## src/rtl/eth_stream_arbiter.sv

```systemverilog
// eth_stream_arbiter
// Shares one outgoing AXI-Stream link between several AXI-to-stream
// converters. A source is granted for a whole packet and keeps the grant
// until its `last` beat is accepted. The next packet is picked round-robin.
// Accepted beats go through a 2-entry buffer, so the m_axis outputs come
// only from registers and never depend on m_axis_tready.
//
// Ports:
//   clk, reset          rising-edge clock, asynchronous active-high reset
//   src_valid           per-source valid
//   src_in_progress     per-source "packet started" flag; holds the grant
//   src_last            per-source end-of-packet flag
//   src_data            per-source beat, source i at [i*DATA_WIDTH +: DATA_WIDTH]
//   src_ready           per-source ready, at most one bit high
//   m_axis_tdata/tvalid/tlast, m_axis_tready   outgoing stream
//   grant_id            index of the currently (or last) granted source
//   busy                high while a source holds the grant
module eth_stream_arbiter #(
    parameter int NUM_SOURCES = 5,
    parameter int DATA_WIDTH  = 128,
    parameter int GRANT_WIDTH = $clog2(NUM_SOURCES)
) (
    input  logic                              clk,
    input  logic                              reset,
    input  logic [NUM_SOURCES-1:0]            src_valid,
    input  logic [NUM_SOURCES-1:0]            src_in_progress,
    input  logic [NUM_SOURCES-1:0]            src_last,
    input  logic [NUM_SOURCES*DATA_WIDTH-1:0] src_data,
    output logic [NUM_SOURCES-1:0]            src_ready,
    output logic [DATA_WIDTH-1:0]             m_axis_tdata,
    output logic                              m_axis_tvalid,
    output logic                              m_axis_tlast,
    input  logic                              m_axis_tready,
    output logic [GRANT_WIDTH-1:0]            grant_id,
    output logic                              busy
);

    localparam logic [GRANT_WIDTH-1:0] GRANT_ONE = GRANT_WIDTH'(1);
    localparam logic [GRANT_WIDTH-1:0] LAST_SRC  = GRANT_WIDTH'(NUM_SOURCES - 1);

    typedef enum logic [0:0] {
        ST_IDLE   = 1'b0,
        ST_LOCKED = 1'b1
    } state_t;

    state_t                     state_r;
    state_t                     next_state_s;
    logic [GRANT_WIDTH-1:0]     grant_id_r;
    logic [GRANT_WIDTH-1:0]     next_grant_s;
    logic [GRANT_WIDTH-1:0]     last_grant_r;
    logic [GRANT_WIDTH-1:0]     next_last_grant_s;

    // Round-robin search
    logic [GRANT_WIDTH-1:0]     start_s;
    logic [2*NUM_SOURCES-1:0]   shifted_s;
    logic [NUM_SOURCES-1:0]     rot_s;
    int                         off_s;
    int                         sum_s;
    logic                       pick_found_s;
    logic [GRANT_WIDTH-1:0]     pick_s;

    // Granted-source view
    logic                       g_valid_s;
    logic                       g_in_progress_s;
    logic                       g_last_s;
    logic [DATA_WIDTH-1:0]      g_data_s;
    logic [NUM_SOURCES-1:0]     ready_s;

    // Output buffer
    logic [1:0]                 count_r;
    logic                       rd_ptr_r;
    logic                       wr_ptr_r;
    logic [DATA_WIDTH-1:0]      mem_data_r [2];
    logic                       mem_last_r [2];
    logic                       buf_full_s;
    logic                       out_valid_s;
    logic                       push_s;
    logic                       pop_s;

    // Round-robin pick: rotate the request vector so bit 0 is last_grant+1,
    // take the lowest set bit, then map the offset back to a source index.
    always_comb begin
        start_s   = (last_grant_r == LAST_SRC) ? '0 : (last_grant_r + GRANT_ONE);
        shifted_s = {src_valid, src_valid} >> start_s;
        rot_s     = shifted_s[NUM_SOURCES-1:0];
        off_s     = 0;
        for (int j = NUM_SOURCES - 1; j >= 0; j--) begin
            if (rot_s[j]) begin
                off_s = j;
            end else begin
                off_s = off_s;
            end
        end
        sum_s = int'(start_s) + off_s;
        if (sum_s >= NUM_SOURCES) begin
            sum_s = sum_s - NUM_SOURCES;
        end else begin
            sum_s = sum_s;
        end
        pick_s       = GRANT_WIDTH'(sum_s);
        pick_found_s = |src_valid;
    end

    assign buf_full_s  = (count_r == 2'd2);
    assign out_valid_s = (count_r != 2'd0);

    // Granted-source mux and ready decode (registered state and count only).
    always_comb begin
        g_valid_s       = 1'b0;
        g_in_progress_s = 1'b0;
        g_last_s        = 1'b0;
        g_data_s        = '0;
        ready_s         = '0;
        for (int i = 0; i < NUM_SOURCES; i++) begin
            g_valid_s       = g_valid_s       | (src_valid[i]       & (grant_id_r == GRANT_WIDTH'(i)));
            g_in_progress_s = g_in_progress_s | (src_in_progress[i] & (grant_id_r == GRANT_WIDTH'(i)));
            g_last_s        = g_last_s        | (src_last[i]        & (grant_id_r == GRANT_WIDTH'(i)));
            g_data_s        = g_data_s | (src_data[i*DATA_WIDTH +: DATA_WIDTH]
                                          & {DATA_WIDTH{grant_id_r == GRANT_WIDTH'(i)}});
            ready_s[i]      = (state_r == ST_LOCKED) && !buf_full_s && (grant_id_r == GRANT_WIDTH'(i));
        end
    end

    assign push_s = (state_r == ST_LOCKED) && !buf_full_s && g_valid_s;
    assign pop_s  = out_valid_s && m_axis_tready;

    // Next-state logic: grant in IDLE, release on accepted last or withdrawal.
    always_comb begin
        next_state_s      = state_r;
        next_grant_s      = grant_id_r;
        next_last_grant_s = last_grant_r;
        case (state_r)
            ST_IDLE: begin
                if (pick_found_s) begin
                    next_state_s = ST_LOCKED;
                    next_grant_s = pick_s;
                end else begin
                    next_state_s = ST_IDLE;
                end
            end
            ST_LOCKED: begin
                if (push_s && g_last_s) begin
                    next_state_s      = ST_IDLE;
                    next_last_grant_s = grant_id_r;
                end else if (!g_in_progress_s && !g_valid_s) begin
                    // Withdrawn before metadata: nothing was pushed, so the
                    // round-robin pointer stays where it was.
                    next_state_s = ST_IDLE;
                end else begin
                    next_state_s = ST_LOCKED;
                end
            end
            default: begin
                next_state_s = ST_IDLE;
            end
        endcase
    end

    // Arbiter state registers.
    always_ff @(posedge clk or posedge reset) begin
        if (reset) begin
            state_r      <= ST_IDLE;
            grant_id_r   <= '0;
            last_grant_r <= LAST_SRC;
        end else begin
            state_r      <= next_state_s;
            grant_id_r   <= next_grant_s;
            last_grant_r <= next_last_grant_s;
        end
    end

    // Two-entry output buffer: storage, pointers and occupancy.
    always_ff @(posedge clk or posedge reset) begin
        if (reset) begin
            count_r  <= 2'd0;
            rd_ptr_r <= 1'b0;
            wr_ptr_r <= 1'b0;
            for (int i = 0; i < 2; i++) begin
                mem_data_r[i] <= '0;
                mem_last_r[i] <= 1'b0;
            end
        end else begin
            if (push_s) begin
                mem_data_r[wr_ptr_r] <= g_data_s;
                mem_last_r[wr_ptr_r] <= g_last_s;
                wr_ptr_r             <= ~wr_ptr_r;
            end
            if (pop_s) begin
                rd_ptr_r <= ~rd_ptr_r;
            end
            case ({push_s, pop_s})
                2'b10:   count_r <= count_r + 2'd1;
                2'b01:   count_r <= count_r - 2'd1;
                default: count_r <= count_r;
            endcase
        end
    end

    assign src_ready     = ready_s;
    assign m_axis_tvalid = out_valid_s;
    assign m_axis_tdata  = mem_data_r[rd_ptr_r];
    assign m_axis_tlast  = mem_last_r[rd_ptr_r];
    assign grant_id      = grant_id_r;
    assign busy          = (state_r == ST_LOCKED);

endmodule

```

## config.mk

```make
export PLATFORM = sky130hd
export DESIGN_NAME = eth_stream_arbiter
export DESIGN_NICKNAME = d
export VERILOG_FILES = /design/src/rtl/eth_stream_arbiter.sv
export SDC_FILE = /design/constraint.sdc
export NUM_CORES = 1
export LEC_CHECK = 0
export BUFFER_PORTS_ARGS = -buffer_cell sky130_fd_sc_hd__buf_2
export CAP_MARGIN = 20
export CORE_AREA = 8 8 300 302
export CTS_BUF_LIST = sky130_fd_sc_hd__clkbuf_4
export CTS_CLUSTER_SIZE = 14
export DETAILED_ROUTE_END_ITERATION = 8
export DIE_AREA = 0 0 308 310
export SYNTH_ARGS = -nofsm -noshare
export SYNTH_HDL_FRONTEND = slang
export SYNTH_SLANG_ARGS = --single-unit
```

## constraint.sdc

```tcl
create_clock -name clk -period 11.5 [get_ports clk]
set_clock_uncertainty 0.2 [all_clocks]
set_input_delay 0.575 -clock clk [delete_from_list [all_inputs] [get_ports clk]]
set_output_delay 0.575 -clock clk [all_outputs]
set_load 0.03 [all_outputs]
```

Word-level counts from Yosys, hierarchy flattened
Cells that the tools add are included.
{"block": "word_totals", "ff_bits": 269, "latchBits": 0, "ramBits": 0, "rom_bits": 0, "in_bits": 658, "output_inout_bits": 139, "wordCells": 113, "n_memories": 0}
{"block": "classes", "add_sub_neg": 5, "mul": 0, "div": 0, "order_cmp": 4, "n_eq_ne": 8, "shift": 1, "muxes": 24, "bitwise_logic": 41, "n_reduce_logical": 20}
{"operator": "$and 128x128->128", "count": 5}
{"operator": "$mux 128", "count": 4}
{"operator": "$or 128x128->128", "count": 4}
{"operator": "$bwmux 256", "count": 1}
{"operator": "$demux 128 s1", "count": 1}
{"operator": "$mux 3", "count": 7}
{"operator": "$and 1x1->1", "count": 15}
{"operator": "$or 1x1->1", "count": 12}
{"operator": "$logic_and 1x1->1", "count": 11}
{"operator": "$shr 10x3->5", "count": 1}
{"operator": "$mux 1", "count": 7}
{"operator": "$eq 3x2->1 const B", "count": 2}
{"operator": "$eq 3x3->1 const B", "count": 2}
{"operator": "$reduce_or 5->1", "count": 1}
{"operator": "$add 3x3->4", "count": 1}
{"operator": "$eq 2x2->1 const B", "count": 2}
{"operator": "$ge 2x2->1 const B", "count": 2}
{"operator": "$ge 4x3->1 const B", "count": 1}
{"operator": "$not 1->2", "count": 2}
{"operator": "$pmux 2 s2", "count": 1}
{"operator": "$reduce_and 2->1", "count": 2}
{"operator": "$reduce_bool 2->1", "count": 2}
{"operator": "$add 3x1->3 const B", "count": 1}
{"operator": "$eq 3x1->1 const B", "count": 1}
{"operator": "11 further kinds", "count": 15}

Longest topological paths before layout
{"block": "logic_depth", "ltp_word": 11, "ltp_mapped": 20, "ltp_nobuf": 18}

Least setup slack after synthesis
Ideal clock, no wire load.
{"block": "synth_path", "kind": "reg2reg", "startpoint": "register last_grant_r[0]", "endpoint": "register grant_id_r[0] (netlist: grant_id[0])", "setup_time_ns": 0.133, "arrival_time_ns": 4.391, "required_time_ns": 11.167, "path_slack_ns": 6.777, "path_stages_with_launch": 19, "path_buffers": 1, "synth_period_minus_slack_ns": 4.723, "path_cell_list": "dfrtp_1 > buf_4 > inv_1 > ha_1 > nand2b_1 > a21oi_1 > a2111oi_0 > nor2_1 > o21a_2 > and2_1 > fa_1 > inv_1 > ha_1 > nor2b_1 > o21bai_1 > a211oi_1 > mux2_2 > o2111ai_1 > o211ai_2"}
{"block": "synth_via", "elab_chain_cells": 11, "word_cells_on_any_way": 13, "cone_classes": "add/sub (3); order compare (1); eq/ne (1); shift (1); mux (7)"}
{"item": "start: declaration", "line_no": "50", "source": "logic [GRANT_WIDTH-1:0] last_grant_r;"}
{"item": "start signal: assignment", "line_no": "168", "source": "last_grant_r <= next_last_grant_s;"}
{"item": "$add 3x1->3 or $eq 3x3->1 (tied branches)", "line_no": "83", "source": "start_s = (last_grant_r == LAST_SRC) ? '0 : (last_grant_r + GRANT_ONE);"}
{"item": "$mux 3 *", "line_no": "83"}
{"item": "$shr 10x3->5", "line_no": "84", "source": "shifted_s = {src_valid, src_valid} >> start_s;"}
{"item": "$mux 3 (5 in series)", "line_no": "88", "source": "if (rot_s[j]) begin"}
{"item": "$add 3x3->4 *", "line_no": "94", "source": "sum_s = int'(start_s) + off_s;"}
{"item": "$ge 4x3->1", "line_no": "95", "source": "if (sum_s >= NUM_SOURCES) begin"}
{"item": "$mux 3 *", "line_no": "95"}
{"item": "end signal: assignment", "line_no": "167", "source": "grant_id_r <= next_grant_s;"}
{"item": "end: declaration", "line_no": "48", "source": "logic [GRANT_WIDTH-1:0] grant_id_r;"}
Every way passes the cells marked *; elsewhere a longest branch is shown, timed or not.
A chain may end at the register's enable or synchronous reset.

Worst setup path in the final report
{"block": "layout_path", "startpoint": "register grant_id_r[2] (netlist: grant_id[2])", "endpoint": "output port src_ready[3]"}
{"block": "layout_via", "elab_chain_cells": 2}
{"item": "$eq 3x2->1", "line_no": "120", "source": "ready_s[i] = (state_r == ST_LOCKED) && !buf_full_s && (grant_id_r == GRANT_WIDTH'(i));"}
{"item": "$logic_and 1x1->1", "line_no": "120"}
{"item": "end: declaration", "line_no": "29", "source": "output logic [NUM_SOURCES-1:0] src_ready,"}
No other way between the ends.

==> run summary <==
The flow ran to the end, and the final reports show no timing, DRC or antenna violations. Entering global routing, the biggest net connects 81 pins. The standard-cell row count came out at 108. The die width is 308 um.

The share of the clock period used by the worst path after layout works out to 0.471. The post-synthesis sequential element count is 269, and the max-capacitance violation count is 0. The worst setup margin was 6080 ps; the area of placed instances was 21700 um2. The routability congestion estimate from global placement was 0.919; the via density per instance was 4.60. After routing, the total negative slack on setup checks comes to 0 ps. The average instance area after synthesis is 11.5 um2, and the number of search-and-repair iterations in the first detailed-routing pass is 7.

Number of flops mapped to enable cells by yosys: 0. Counting every net in the synthesized netlist gives 2111. In this run the worst path has a maximum fanout of 53.

The finished cells cover 25000 um2. The core region is 85700 um2. For this design the top-level I/O count stands at 797.

Critical path class: register to output port. Path class of the lowest-slack min-delay path: input port to register. The worst path required time is 10730 ps, and the final-report max-slew violation count is 0. The run gives 17900 as the number of global-route vias before repair. The total via count after detailed routing is 16900. In the layout the commonest cells are sky130_fd_sc_hd__buf_2 (796), sky130_fd_sc_hd__mux2_2 (316), sky130_fd_sc_hd__dfrtp_1 (264). Counting I/O delays and the setup requirement, the final critical path takes 5420 ps. The total congestion overflow was 0.

Hold repair after CTS inserted 233 buffers. The count of endpoints failing hold in the final timing report is 0, and the die extent in y is 310 um. The critical path arrival came out at 4650 ps. The cell chosen for the clock root is sky130_fd_sc_hd__clkbuf_4. The tools report the total global routing track utilization as 0.165.

For the final wirelength, the log shows 82800 um. In the final design database the tool counted 3116 nets. The tools report the combined area of all synthesized cells as 16700 um2. Yosys printed 0 warnings. Yosys mapped the design onto 56 distinct sky130hd cell types. Most common cell after layout, fill and taps aside: sky130_fd_sc_hd__buf_2.

In this run the post-CTS setup repair buffer count came out at 0. The run gives 0 as the post-detailed-route count of antenna-violating nets. The fraction of layout instances using a drive strength above 1 works out to 0.513. For the pin with the worst max-slew slack, the measured transition is 1160 ps. The run gives 992 as the count of routing violations after the opening detailed-route iteration. The relative slew slack is 0.224.

The number of port buffers works out to 796. TritonCTS built the clock tree. Setup repair after global routing left no endpoint under its margin.

For the source-to-sink clock delay at the later pin of the worst-skew pair, the log shows 800 ps. Total power divided by cell area: 295 nW/um2. Detailed placement finished with a half-perimeter wire length of 63300 um. The async set-or-reset flop fraction in the synthesized netlist is 1.00, and the leakage power is 11.6 nW.

After technology mapping, the gate count stands at 1445. For this run, the leading register cell type out of synthesis is sky130_fd_sc_hd__dfrtp_1. STA classifies the critical path endpoint as an output port. The die covers 95500 um2. The CTS buffer count is 81.

For the fraction of the yosys area taken by sequential cells, the log shows 0.404. The clock slew at the register clock pins of the worst setup and hold paths was 50 ps. The number of gates resized after CTS is 0, and the count of fill cells added during filler insertion is 9075. STA classifies the critical path startpoint as a register.

Derived from the worst setup path, the maximum achievable clock frequency is 184 MHz. The relative area change from synthesis to final layout was 50.3%; the depth of the CTS H-tree was 3. Counting along the longest clock path gives a buffer depth of 3.

The first global-routing pass estimated 118000 um of wire. The logs give 34 for the number of antenna violations at the first check in global routing and 6120 ps for the minimum setup slack after placement. In the final routed layout, each cell accounts on average for 22.5 um.

The clock drives 269 sinks. The initial core utilization came out at 0.194. For the worst IR drop on VDD, the log shows 0.000139 V. Setup violations remaining at the end of the flow were counted as 0. For this run, design rule violations remaining after detail routing come to 0.
[final timing paths]
check / start / slack [ps] / endpoint / cells past startpoint
setup / recovery: grant_id[2] / 6080 / src_ready[3] / 7
hold / removal: src_data[290] / 130 / mem_data_r[34] / 4
setup reg to reg: last_grant_r[0] / 6110 / grant_id[0] / 17
hold reg to reg: mem_data_r[184] / 280 / mem_data_r[184] / 1
max in group asynchronous: reset / 8800 / mem_data_r[40] / 5
min in group asynchronous: reset / 210 / mem_data_r[110] / 3
[synthesized netlist by cell type, types with 3 or more instances]
| library cell | number | area share |
|---|---|---|
| sky130_fd_sc_hd__a211oi_1 | 3 | 0.0014 |
| sky130_fd_sc_hd__a21o_1 | 3 | 0.0014 |
| sky130_fd_sc_hd__a21oi_1 | 8 | 0.0024 |
| sky130_fd_sc_hd__a221o_1 | 76 | 0.046 |
| sky130_fd_sc_hd__a22oi_1 | 105 | 0.047 |
| sky130_fd_sc_hd__and2_1 | 4 | 0.0015 |
| sky130_fd_sc_hd__buf_1 | 20 | 0.0045 |
| sky130_fd_sc_hd__buf_2 | 32 | 0.0096 |
| sky130_fd_sc_hd__buf_4 | 17 | 0.0077 |
| sky130_fd_sc_hd__buf_6 | 6 | 0.0041 |
| sky130_fd_sc_hd__clkbuf_1 | 56 | 0.013 |
| sky130_fd_sc_hd__dfrtp_1 | 268 | 0.40 |
| sky130_fd_sc_hd__ha_1 | 7 | 0.0053 |
| sky130_fd_sc_hd__inv_1 | 5 | 0.0011 |
| sky130_fd_sc_hd__mux2_1 | 129 | 0.087 |
| sky130_fd_sc_hd__mux2_2 | 316 | 0.21 |
| sky130_fd_sc_hd__mux2i_1 | 86 | 0.052 |
| sky130_fd_sc_hd__nand2_1 | 87 | 0.020 |
| sky130_fd_sc_hd__nand3_1 | 3 | 0.00090 |
| sky130_fd_sc_hd__nor2_1 | 14 | 0.0032 |
| sky130_fd_sc_hd__nor2b_1 | 7 | 0.0026 |
| sky130_fd_sc_hd__nor3_1 | 4 | 0.0012 |
| sky130_fd_sc_hd__o2111ai_1 | 5 | 0.0026 |
| sky130_fd_sc_hd__o21ai_0 | 59 | 0.018 |
| sky130_fd_sc_hd__o21ai_1 | 22 | 0.0066 |
| sky130_fd_sc_hd__o22ai_1 | 54 | 0.020 |
| sky130_fd_sc_hd__xnor2_1 | 6 | 0.0032 |
| sky130_fd_sc_hd__xor2_1 | 3 | 0.0016 |
[power by group]
part           switching [mW]  internal [mW]  leakage [nW]
clock                   0.447          0.449         0.570
combinational            2.63           2.13          7.73
sequential              0.332           1.41          3.33
[area by class of cell]
cell class,count,area [um2],area share
multi-input cells,1038,9310,0.372
inverters,7,33.8,0.00135
flip-flops and latches,269,6750,0.270
well taps,1155,1450,0.0577
diodes,14,35.0,0.00140
clock inverters,25,116,0.00465
clock buffers,112,841,0.0336
repair buffers,1053,6500,0.260
[critical path: stages (launching register included)]
cell and delay, ps:
sky130_fd_sc_hd__dfrtp_4 720, sky130_fd_sc_hd__buf_4 450, sky130_fd_sc_hd__nor2b_4 180, sky130_fd_sc_hd__buf_4 740, sky130_fd_sc_hd__and2_4 580, sky130_fd_sc_hd__buf_4 650, sky130_fd_sc_hd__nor2b_1 210, sky130_fd_sc_hd__buf_2 220
[cells by family after synthesis]
kind of cell,synth area share
xor gates and xnor gates,0.00473
buffers and inverters,0.0401
AOI/OAI and AO/OA,0.157
muxes,0.353
and+or+nand+nor,0.0349
adders and majority gates,0.00646
DFF,0.404
[state kept, by name, indices dropped and copies added, names as in the netlist]
name          count
count_r           2
wr_ptr_r          1
mem_data_r      256
busy              1
rd_ptr_r          1
mem_last_r        2
grant_id          3
last_grant_r      3
[layer usage]
layer,GRT usage,wire (um)
met4,0.0704,3560
met1,0.199,33500
met2,0.270,38600
met3,0.0526,7180
met5,0,76
[through the flow]
step | power, mW | utilization | cells | hold slack, ps
after floorplan | 4.80 | - | 1445 | 254
after global placement | 6.07 | 0.253 | 3289 | 263
after detailed placement | 6.11 | 0.253 | 3289 | 271
after CTS | 7.48 | 0.292 | 3659 | 1.74
after global routing | 7.92 | 0.292 | 3668 | 11.7
final | 7.40 | 0.292 | 3673 | 128
Power figures use the tool's default switching activity.
